**config.mk**
```make
export PLATFORM = sky130hd
export DESIGN_NAME = rr_arbiter_quantum
export DESIGN_NICKNAME = d
export VERILOG_FILES = /design/src/rtl/gpu_arb_pkg.sv /design/src/rtl/rr_arbiter_quantum_pick.sv /design/src/rtl/rr_arbiter_quantum.sv
export SDC_FILE = /design/constraint.sdc
export NUM_CORES = 1
export LEC_CHECK = 0
export ABC_AREA = 1
export BUFFER_PORTS_ARGS = -buffer_cell sky130_fd_sc_hd__buf_4
export CORE_ASPECT_RATIO = 1.1
export CORE_MARGIN = 4
export CORE_UTILIZATION = 33
export DETAILED_ROUTE_END_ITERATION = 16
export PLACE_DENSITY_LB_ADDON = 0.3
export SLEW_MARGIN = 20
export SYNTH_ARGS = -nofsm -noshare
export SYNTH_HDL_FRONTEND = slang
export SYNTH_SLANG_ARGS = --single-unit
export TNS_END_PERCENT = 10
```
**constraint.sdc**
```tcl
create_clock -name clk -period 4.9 [get_ports clk]
set_input_delay 0.98 -clock clk [delete_from_list [all_inputs] [get_ports clk]]
set_output_delay 0.98 -clock clk [all_outputs]
set_load 0.05 [all_outputs]
```
**src/rtl/gpu_arb_pkg.sv**
```systemverilog
// Shared types and helpers for the GPU issue-port arbiter.
package gpu_arb_pkg;

  typedef enum logic {ARB_IDLE, ARB_GRANT} arb_state_t;

  // Increment an index and wrap back to zero after width-1.
  function automatic int unsigned rr_wrap_inc(input int unsigned idx, input int unsigned width);
    return (idx + 1 >= width) ? 0 : idx + 1;
  endfunction

endpackage

```
**src/rtl/rr_arbiter_quantum_pick.sv**
```systemverilog
// rr_pick: combinational rotate-and-find-first. Scans vec starting at
// index start, wrapping modulo WIDTH, and returns the first set position.
module rr_pick #(
  parameter int WIDTH = 16,
  localparam int IDXW = $clog2(WIDTH)
) (
  input  logic [WIDTH-1:0] vec,
  input  logic [IDXW-1:0]  start,
  output logic [IDXW-1:0]  idx,
  output logic             found
);

  localparam logic [IDXW:0] WIDTHX = (IDXW+1)'(WIDTH);

  // Walk every position once from start, keeping the first hit.
  always_comb begin
    logic [IDXW:0]   sum;
    logic [IDXW-1:0] pos;
    idx   = '0;
    found = 1'b0;
    for (int i = 0; i < WIDTH; i++) begin
      sum = {1'b0, start} + (IDXW+1)'(i);
      if (sum >= WIDTHX) sum = sum - WIDTHX;
      pos = sum[IDXW-1:0];
      if (!found && vec[pos]) begin
        found = 1'b1;
        idx   = pos;
      end
    end
  end

endmodule

```
**src/rtl/rr_arbiter_quantum.sv**
```systemverilog
// rr_arbiter_quantum: round-robin arbiter with a per-requester burst quantum.
// The owner keeps the grant for quantum[owner]+1 accepted beats, or until it
// drops its request, then the grant hands over with no idle cycle.
// Optional feature: define ARB_PRIORITY_EN to add the hi_pri port and a
// two-class pick (high-priority requesters searched first, shared pointer).
module rr_arbiter_quantum
  import gpu_arb_pkg::*;
#(
  parameter int WIDTH = 16,
  parameter int QW    = 4,
  localparam int COUNTW = $clog2(WIDTH)
) (
  input  logic                clk,
  input  logic                reset,
  input  logic [WIDTH-1:0]    req,
  input  logic [WIDTH*QW-1:0] quantum,
  input  logic                ready,
`ifdef ARB_PRIORITY_EN
  input  logic [WIDTH-1:0]    hi_pri,
`endif
  output logic [COUNTW-1:0]   grant,
  output logic [WIDTH-1:0]    grant_oh,
  output logic                grant_valid,
  output logic                beat_last,
  output logic                empty
);

  arb_state_t        state, state_n;
  logic [COUNTW-1:0] ptr, ptr_n;
  logic [COUNTW-1:0] owner, owner_n;
  logic [QW:0]       beats, beats_n;

  logic [QW-1:0]     q_owner;
  logic [COUNTW-1:0] owner_inc;
  logic [COUNTW-1:0] pick_start;
  logic [COUNTW-1:0] win;
  logic              win_found;
  logic              accept;
  logic              release_now;

  assign owner_inc  = COUNTW'(rr_wrap_inc(32'(owner), WIDTH));
  // After a release the search starts just past the owner, so a finishing
  // owner that still requests is naturally considered last.
  assign pick_start = (state == ARB_GRANT) ? owner_inc : ptr;

`ifdef ARB_PRIORITY_EN
  logic [COUNTW-1:0] hi_idx, lo_idx;
  logic              hi_found, lo_found;

  rr_pick #(.WIDTH(WIDTH)) u_pick_hi (
    .vec   (req & hi_pri),
    .start (pick_start),
    .idx   (hi_idx),
    .found (hi_found)
  );

  rr_pick #(.WIDTH(WIDTH)) u_pick_lo (
    .vec   (req & ~hi_pri),
    .start (pick_start),
    .idx   (lo_idx),
    .found (lo_found)
  );

  assign win       = hi_found ? hi_idx : lo_idx;
  assign win_found = hi_found | lo_found;
`else
  rr_pick #(.WIDTH(WIDTH)) u_pick (
    .vec   (req),
    .start (pick_start),
    .idx   (win),
    .found (win_found)
  );
`endif

  // Select the live quantum field of the current owner (sampled every cycle).
  always_comb begin
    q_owner = '0;
    for (int i = 0; i < WIDTH; i++) begin
      if (owner == COUNTW'(i)) q_owner = quantum[i*QW +: QW];
    end
  end

  // Handshake qualification and release detection. The >= compare lets a
  // quantum lowered below the running count release on the next beat.
  always_comb begin
    grant_valid = (state == ARB_GRANT) && req[owner];
    accept      = grant_valid && ready;
    beat_last   = accept && (beats >= {1'b0, q_owner});
    release_now = (state == ARB_GRANT) && (beat_last || !req[owner]);
  end

  // Owner index, one-hot view and empty flag.
  always_comb begin
    grant    = owner;
    empty    = !grant_valid;
    grant_oh = '0;
    if (grant_valid) grant_oh[owner] = 1'b1;
  end

  // Next-state logic: arbitrate from idle, count beats, hand over on release.
  always_comb begin
    state_n = state;
    ptr_n   = ptr;
    owner_n = owner;
    beats_n = beats;
    case (state)
      ARB_IDLE: begin
        if (win_found) begin
          state_n = ARB_GRANT;
          owner_n = win;
          beats_n = '0;
        end
      end
      ARB_GRANT: begin
        if (release_now) begin
          ptr_n = owner_inc;
          if (win_found) begin
            owner_n = win;
            beats_n = '0;
          end else begin
            state_n = ARB_IDLE;
          end
        end else if (accept) begin
          beats_n = beats + (QW+1)'(1);
        end
      end
      default: state_n = ARB_IDLE;
    endcase
  end

  // State registers with synchronous active-low reset.
  always_ff @(posedge clk) begin
    if (!reset) begin
      state <= ARB_IDLE;
      ptr   <= '0;
      owner <= '0;
      beats <= '0;
    end else begin
      state <= state_n;
      ptr   <= ptr_n;
      owner <= owner_n;
      beats <= beats_n;
    end
  end

endmodule

```
**Word level (Yosys, flattened, before mapping)**

Cells that the tools add are included.

- Input bits: 83
- Output and inout port bits: 23
- Word-level logic and storage cells: 244
- Flip-flop bits (word level): 14

- Magnitude comparators: 36
- Equal/unequal tests: 17
- Reductions and logical operators: 40
- Bitwise logic cells: 1
- Add/sub/neg operators: 33
- Mux-type cells: 113

Operators with widths:

| kind | number |
|---|---|
| two-way mux 4 bit | 52 |
| less-than comparator 4 x 5 -> 1 bit, second input constant | 17 |
| greater-or-equal comparator 5 bit, second input constant | 16 |
| binary-select mux 1 bit (select 4 bit) | 17 |
| subtractor 4 x 1 -> 4 bit, second input constant | 16 |
| adder 4 x 4 -> 5 bit, second input constant | 8 |
| two-way mux 1 bit | 36 |
| equality test 4 bit, second input constant | 8 |
| adder 4 x 3 -> 5 bit, second input constant | 4 |
| logical AND 1 bit | 20 |
| logical NOT 1 bit | 17 |
| equality test 4 x 3 -> 1 bit, second input constant | 4 |
| two-way mux 16 bit | 1 |
| two-way mux 5 bit | 3 |
| adder 4 x 1 -> 5 bit, second input constant | 2 |
| adder 4 x 2 -> 5 bit, second input constant | 2 |
| one-hot mux 5 bit (2 select lines) | 1 |
| equality test 4 x 2 -> 1 bit, second input constant | 2 |
| one-hot mux 4 bit (2 select lines) | 1 |
| adder 5 x 1 -> 5 bit, second input constant | 1 |
| greater-or-equal comparator 4 x 5 -> 1 bit, second input constant | 1 |
| greater-or-equal comparator 5 x 4 -> 1 bit | 1 |
| demux 1 bit (select 4 bit) | 1 |
| equality test 4 x 1 -> 1 bit, second input constant | 1 |
| 8 further kinds | 8 |

**Depth between registers and ports, before layout**

- Depth in word-level cells: 57
- Mapped depth: 32
- Mapped depth without buffers: 31

**Hierarchy**

A second synthesis with hierarchy kept.

- Cells, all modules: 716
- Area, all modules: 3772.4 sq um

Modules (own cells, without submodules):

| module | sequential area each (sq um) | cells an instance | times used | area each (sq um) |
|---|---|---|---|---|
| rr_arbiter_quantum | 280.3 | 374 | 1 | 1965.6 |
| rr_pick | 0.0 | 342 | 1 | 1806.7 |

**Least setup slack after synthesis**

No wires, ideal clock.

- Path kind: register -> output
- Start: register owner[0] (netlist: grant[0])
- End: output grant_oh[10]
- Buffers on the path: 2
- Arrival: 3.927 ns
- Path slack: -0.007 ns
- Required time: 3.920 ns
- Stages on the path, launching flop included: 11
- Cell sequence: dfxtp_1 -> inv_1 -> clkbuf_1 -> a21oi_1 -> o21ai_0 -> a21oi_1 -> nor4_1 -> nor2_1 -> clkinv_1 -> clkbuf_1 -> nor2_1

- Elaborated cells on any way between the ends: 9
- Those cells by class: order compare: 2; mux: 5; reduce/logical: 2

RTL lines:

| element | line | RTL |
|---|---|---|
| start, declared | rr_arbiter_quantum.sv:30 | `logic [COUNTW-1:0] owner, owner_n;` |
| start signal, assigned | rr_arbiter_quantum.sv:141 | `owner <= owner_n;` |
| binary-select mux 1 bit (select 4 bit) | rr_arbiter_quantum.sv:86 | `grant_valid = (state == ARB_GRANT) && req[owner];` |
| two-way mux 1 bit (implied by the code) | rr_arbiter_quantum.sv:86 |  |
| logical AND 1 bit | rr_arbiter_quantum.sv:86 |  |
| net grant_valid | rr_arbiter_quantum.sv:23 | `output logic grant_valid,` |
| two-way mux 16 bit | rr_arbiter_quantum.sv:97 | `if (grant_valid) grant_oh[owner] = 1'b1;` |
| end, declared | rr_arbiter_quantum.sv:22 | `output logic [WIDTH-1:0] grant_oh,` |

The timed path passes the listed nets, and every way through them passes these cells. The select of a mux whose other input is x is not followed.

**Worst setup path in the final report**

- Start: register owner[0] (netlist: grant[0])
- End: output beat_last

- Longest elaborated chain between the ends: 19
- Elaborated cells on any way between the ends: 38
- Those cells by class: order compare: 1; eq/ne: 15; mux: 18; reduce/logical: 4

RTL lines:

| element | line | RTL |
|---|---|---|
| logical NOT 4 bit | rr_arbiter_quantum.sv:79 | `if (owner == COUNTW'(i)) q_owner = quantum[i*QW +: QW];` |
| two-way mux 4 bit (16 in a row) | rr_arbiter_quantum.sv:79 |  |
| greater-or-equal comparator 5 x 4 -> 1 bit | rr_arbiter_quantum.sv:88 | `beat_last = accept && (beats >= {1'b0, q_owner});` |
| logical AND 1 bit (*) | rr_arbiter_quantum.sv:88 |  |
| end, declared | rr_arbiter_quantum.sv:24 | `output logic beat_last,` |

Every way passes the cells marked *; elsewhere a longest branch is shown, timed or not. The select of a mux whose other input is x is not followed.

==> key figures <==
Placement
  • Cells after DPL: 972
  • Final GP Congestion: 0.936
  • I/O Buffers: 105
  • Dpl hpwl: 11700 um
  • Pre-CTS WS: 312 ps

Setup path
  • Critical Path RT: 3920 ps
  • FF-to-FF path depth: 21
  • Worst path slowest cell: dfxtp_4
  • CP Max Fanout: 10
  • Worst r2r dst: grant[3]$_SDFFE_PN0P_
  • Max stage delay on crit path: 400 ps
  • Setup slack, reg-to-reg: 570 ps
  • FF-to-FF Start: grant[0]$_SDFFE_PN0P_
  • Crit start category: register
  • Crit path DAT: 3550 ps
  • Crit. End Element: output port
  • Critical path class: register to output port

Route
  • Drt pass-1 iters: 5
  • Routed len/inst: 14.4 um
  • Antenna-violating nets left: 0
  • Vias after detailed routing: 5143
  • DR vias/cell: 5.25
  • Post-Route WL: 14100 um
  • DRC Markers: 0
  • Iter 0 DRT Violations: 274

Yosys
  • Gate Count Post-Synth: 723
  • Top-count cell post-synth: nand2_1
  • Top FF cell, synth: dfxtp_1
  • Synth warnings: 0
  • Post-synth top cells: nand2_1 (194), nand3_1 (145), nor2_1 (96)
  • Synth Net Count: 822
  • Synth area leaders: nand2_1 (19%), nand3_1 (19%), nor2_1 (9.4%), dfxtp_1 (7.3%), inv_1 (7.2%)
  • Yosys cell types: 47
  • Synth Area per Inst: 5.29 sq um
  • Async set-reset flop share out of synthesis: 0%
  • Yosys top cell area share: 19.0%
  • Combined area of all synthesized cells: 3820 sq um
  • Synthesized flop and latch total: 14
  • Share of the yosys chip area belonging to registers: 7.33%
  • Synth area leader: nand2_1
  • Number of synthesized flops with an enable pin: 0

STA
  • Worst slew pin tran: 816 ps
  • Setup WS post-layout: 371 ps
  • Final period utilization: 92.4%
  • Fin crit period: 4530 ps
  • Final-report max-slew violation count: 0
  • Hold_ws: 463 ps
  • Slew headroom: 45.0%
  • Setup violations, final: 0
  • Fmax: 0.221 GHz
  • Final hold violations: 0
  • Setup Skew: 3.56 ps

Clock tree
  • CTS Hold Bufs: 0
  • Num CTS Buffers: 3
  • CTS Buffer Depth: 2
  • Worst-skew pair later-pin latency: 240 ps
  • Root Buffer: clkbuf_16
  • H-tree levels: 1
  • CTS tree: yes
  • Clk sinks: 14
  • Reg clk slew, reported paths: 50 ps

Cells and area
  • Final core utilization: 44.7%
  • Area taken by flip-flops and latches: 284 sq um
  • Antenna cells: 0
  • Final cell count without fillers: 980
  • Layout Nets: 933
  • Area of the multi-input gates: 3150 sq um
  • Filler cell count: 1246
  • Layout cells sized above 1: 22.3%
  • Area grow syn2layout: 29.8%

Power and ir drop
  • Pleak: 2.53 nW
  • Total power: 2.78 mW
  • Cell area power density: 560 nW/um^2
  • Maximum VDD drop: 0.235 mV

Global routing
  • Met3 Use GR: 3.04%
  • GRT overflow: 0
  • Vias in the first global route: 4932
  • First-pass GRT wire length: 23100 um
  • Initial antenna violation count: 0
  • Tot GR Track Use: 20.4%
  • Largest net degree at the start of global routing: 27
  • M2 GR Usage: 38.4%
  • Layer with the highest usage: met2
  • Grt met1 use: 24.6%

Die
  • DIE AREA: 13400 sq um
  • Starting Density: 34.4%
  • Placement row count: 40
  • Die height: 121 um
  • Die Span X: 111 um
  • Core area: 11100 sq um
  • Io pins: 106

Min path
  • Worst Hold Path EP: ptr[2]$_SDFFE_PN0P_
  • Hold Path Depth: 2
  • HP Start: ptr[2]$_SDFFE_PN0P_
  • Worst Hold Class: register to register

Job
  • # Max-Cap Violations: 0

Run status
  • Status: complete, no violations
==> layer usage <==
metal,vias to the layer above,routed length [um]
li1,2639,-
met1,2282,5720
met2,203,7010
met3,19,1180
met4,0,205
met5,-,0
==> sequential cells by signal (all words and copies together) (netlist names) <==
name   flops
beats      5
state      1
ptr        4
grant      4
==> critical path: cells and delay by family, from the launching register on <==
kind | cells | cell delay (ps)
AOI/OAI and AO/OA | 10 | 1270
buffers and inverters | 5 | 580
and+or+nand+nor | 8 | 610
adders and majority gates | 2 | 450
DFF | 1 | 400
==> how the worst max path moves through the flow <==
stage,from,endpoint,slack [ps],depth (start not counted)
6_report,grant[0]$_SDFFE_PN0P_,beat_last,370,25
5_1_grt,grant[2]$_SDFFE_PN0P_,beat_last,-20,25
4_1_cts,grant[0]$_SDFFE_PN0P_,beat_last,40,26
3_5_place_dp,quantum[0],beat_last,310,23
3_3_place_gp,quantum[0],beat_last,390,23
2_1_floorplan,grant[0]$_SDFFE_PN0P_,grant_oh[10],-7,10
==> stage by stage <==
stage / cell area, sq um / setup TNS [ps]
CTS: 4870 / 0
finish: 4970 / 0
global route: 4970 / -15.1
floorplan: 3820 / -66.4
detailed placement: 4790 / 0
global placement: 4790 / 0
==> placed cells by master, fill, tap and decap left out, drive strengths merged <==
master     n
buf      125
o21bai     2
a31oi      4
nand3b     2
nand2    201
o21a       1
inv       82
nor3       6
nand3    156
a211oi     1
o221ai     1
o211ai    10
a41oi      1
xor2       5
nor4       1
dfxtp     14
clkinv     2
nand4     22
o21ai     36
or2        3
a22oi      1
nor2     101
clkbuf     4
o2111ai    3
ha        16
a21oi     32
xnor2      1
==> layout make-up <==
class,instances,area share [%]
flip-flops and latches,14,5.72
repair buffers,125,19.0
multi-input cells,606,63.3
inverters,84,6.40
clock buffers,4,1.79
well taps,147,3.70
==> logic make-up (layout without fill, tap and decap cells) <==
logic type,count (synthesis),in the layout,synth area share [%]
fa+ha+maj,16,16,5.23
flops,14,14,7.33
compound gates,92,92,14.1
xor+xnor,6,6,1.86
simple gates,492,492,59.7
buf+inv,103,213,11.7
==> power breakdown <==
group / internal [mW] / leakage, nW / switching, mW
Sequential: 0.141 / 0.115 / 0.0247
Combinational: 0.787 / 2.38 / 1.66
Clock: 0.124 / 0.0442 / 0.0455
==> repair_timing <==
item,4_1_cts,5_1_grt
gates resized for setup,0,22
setup buffers,0,4
setup endpoints to repair,0,6
hold endpoints to repair,0,0
No activity file was read; power rests on OpenSTA's default activity.
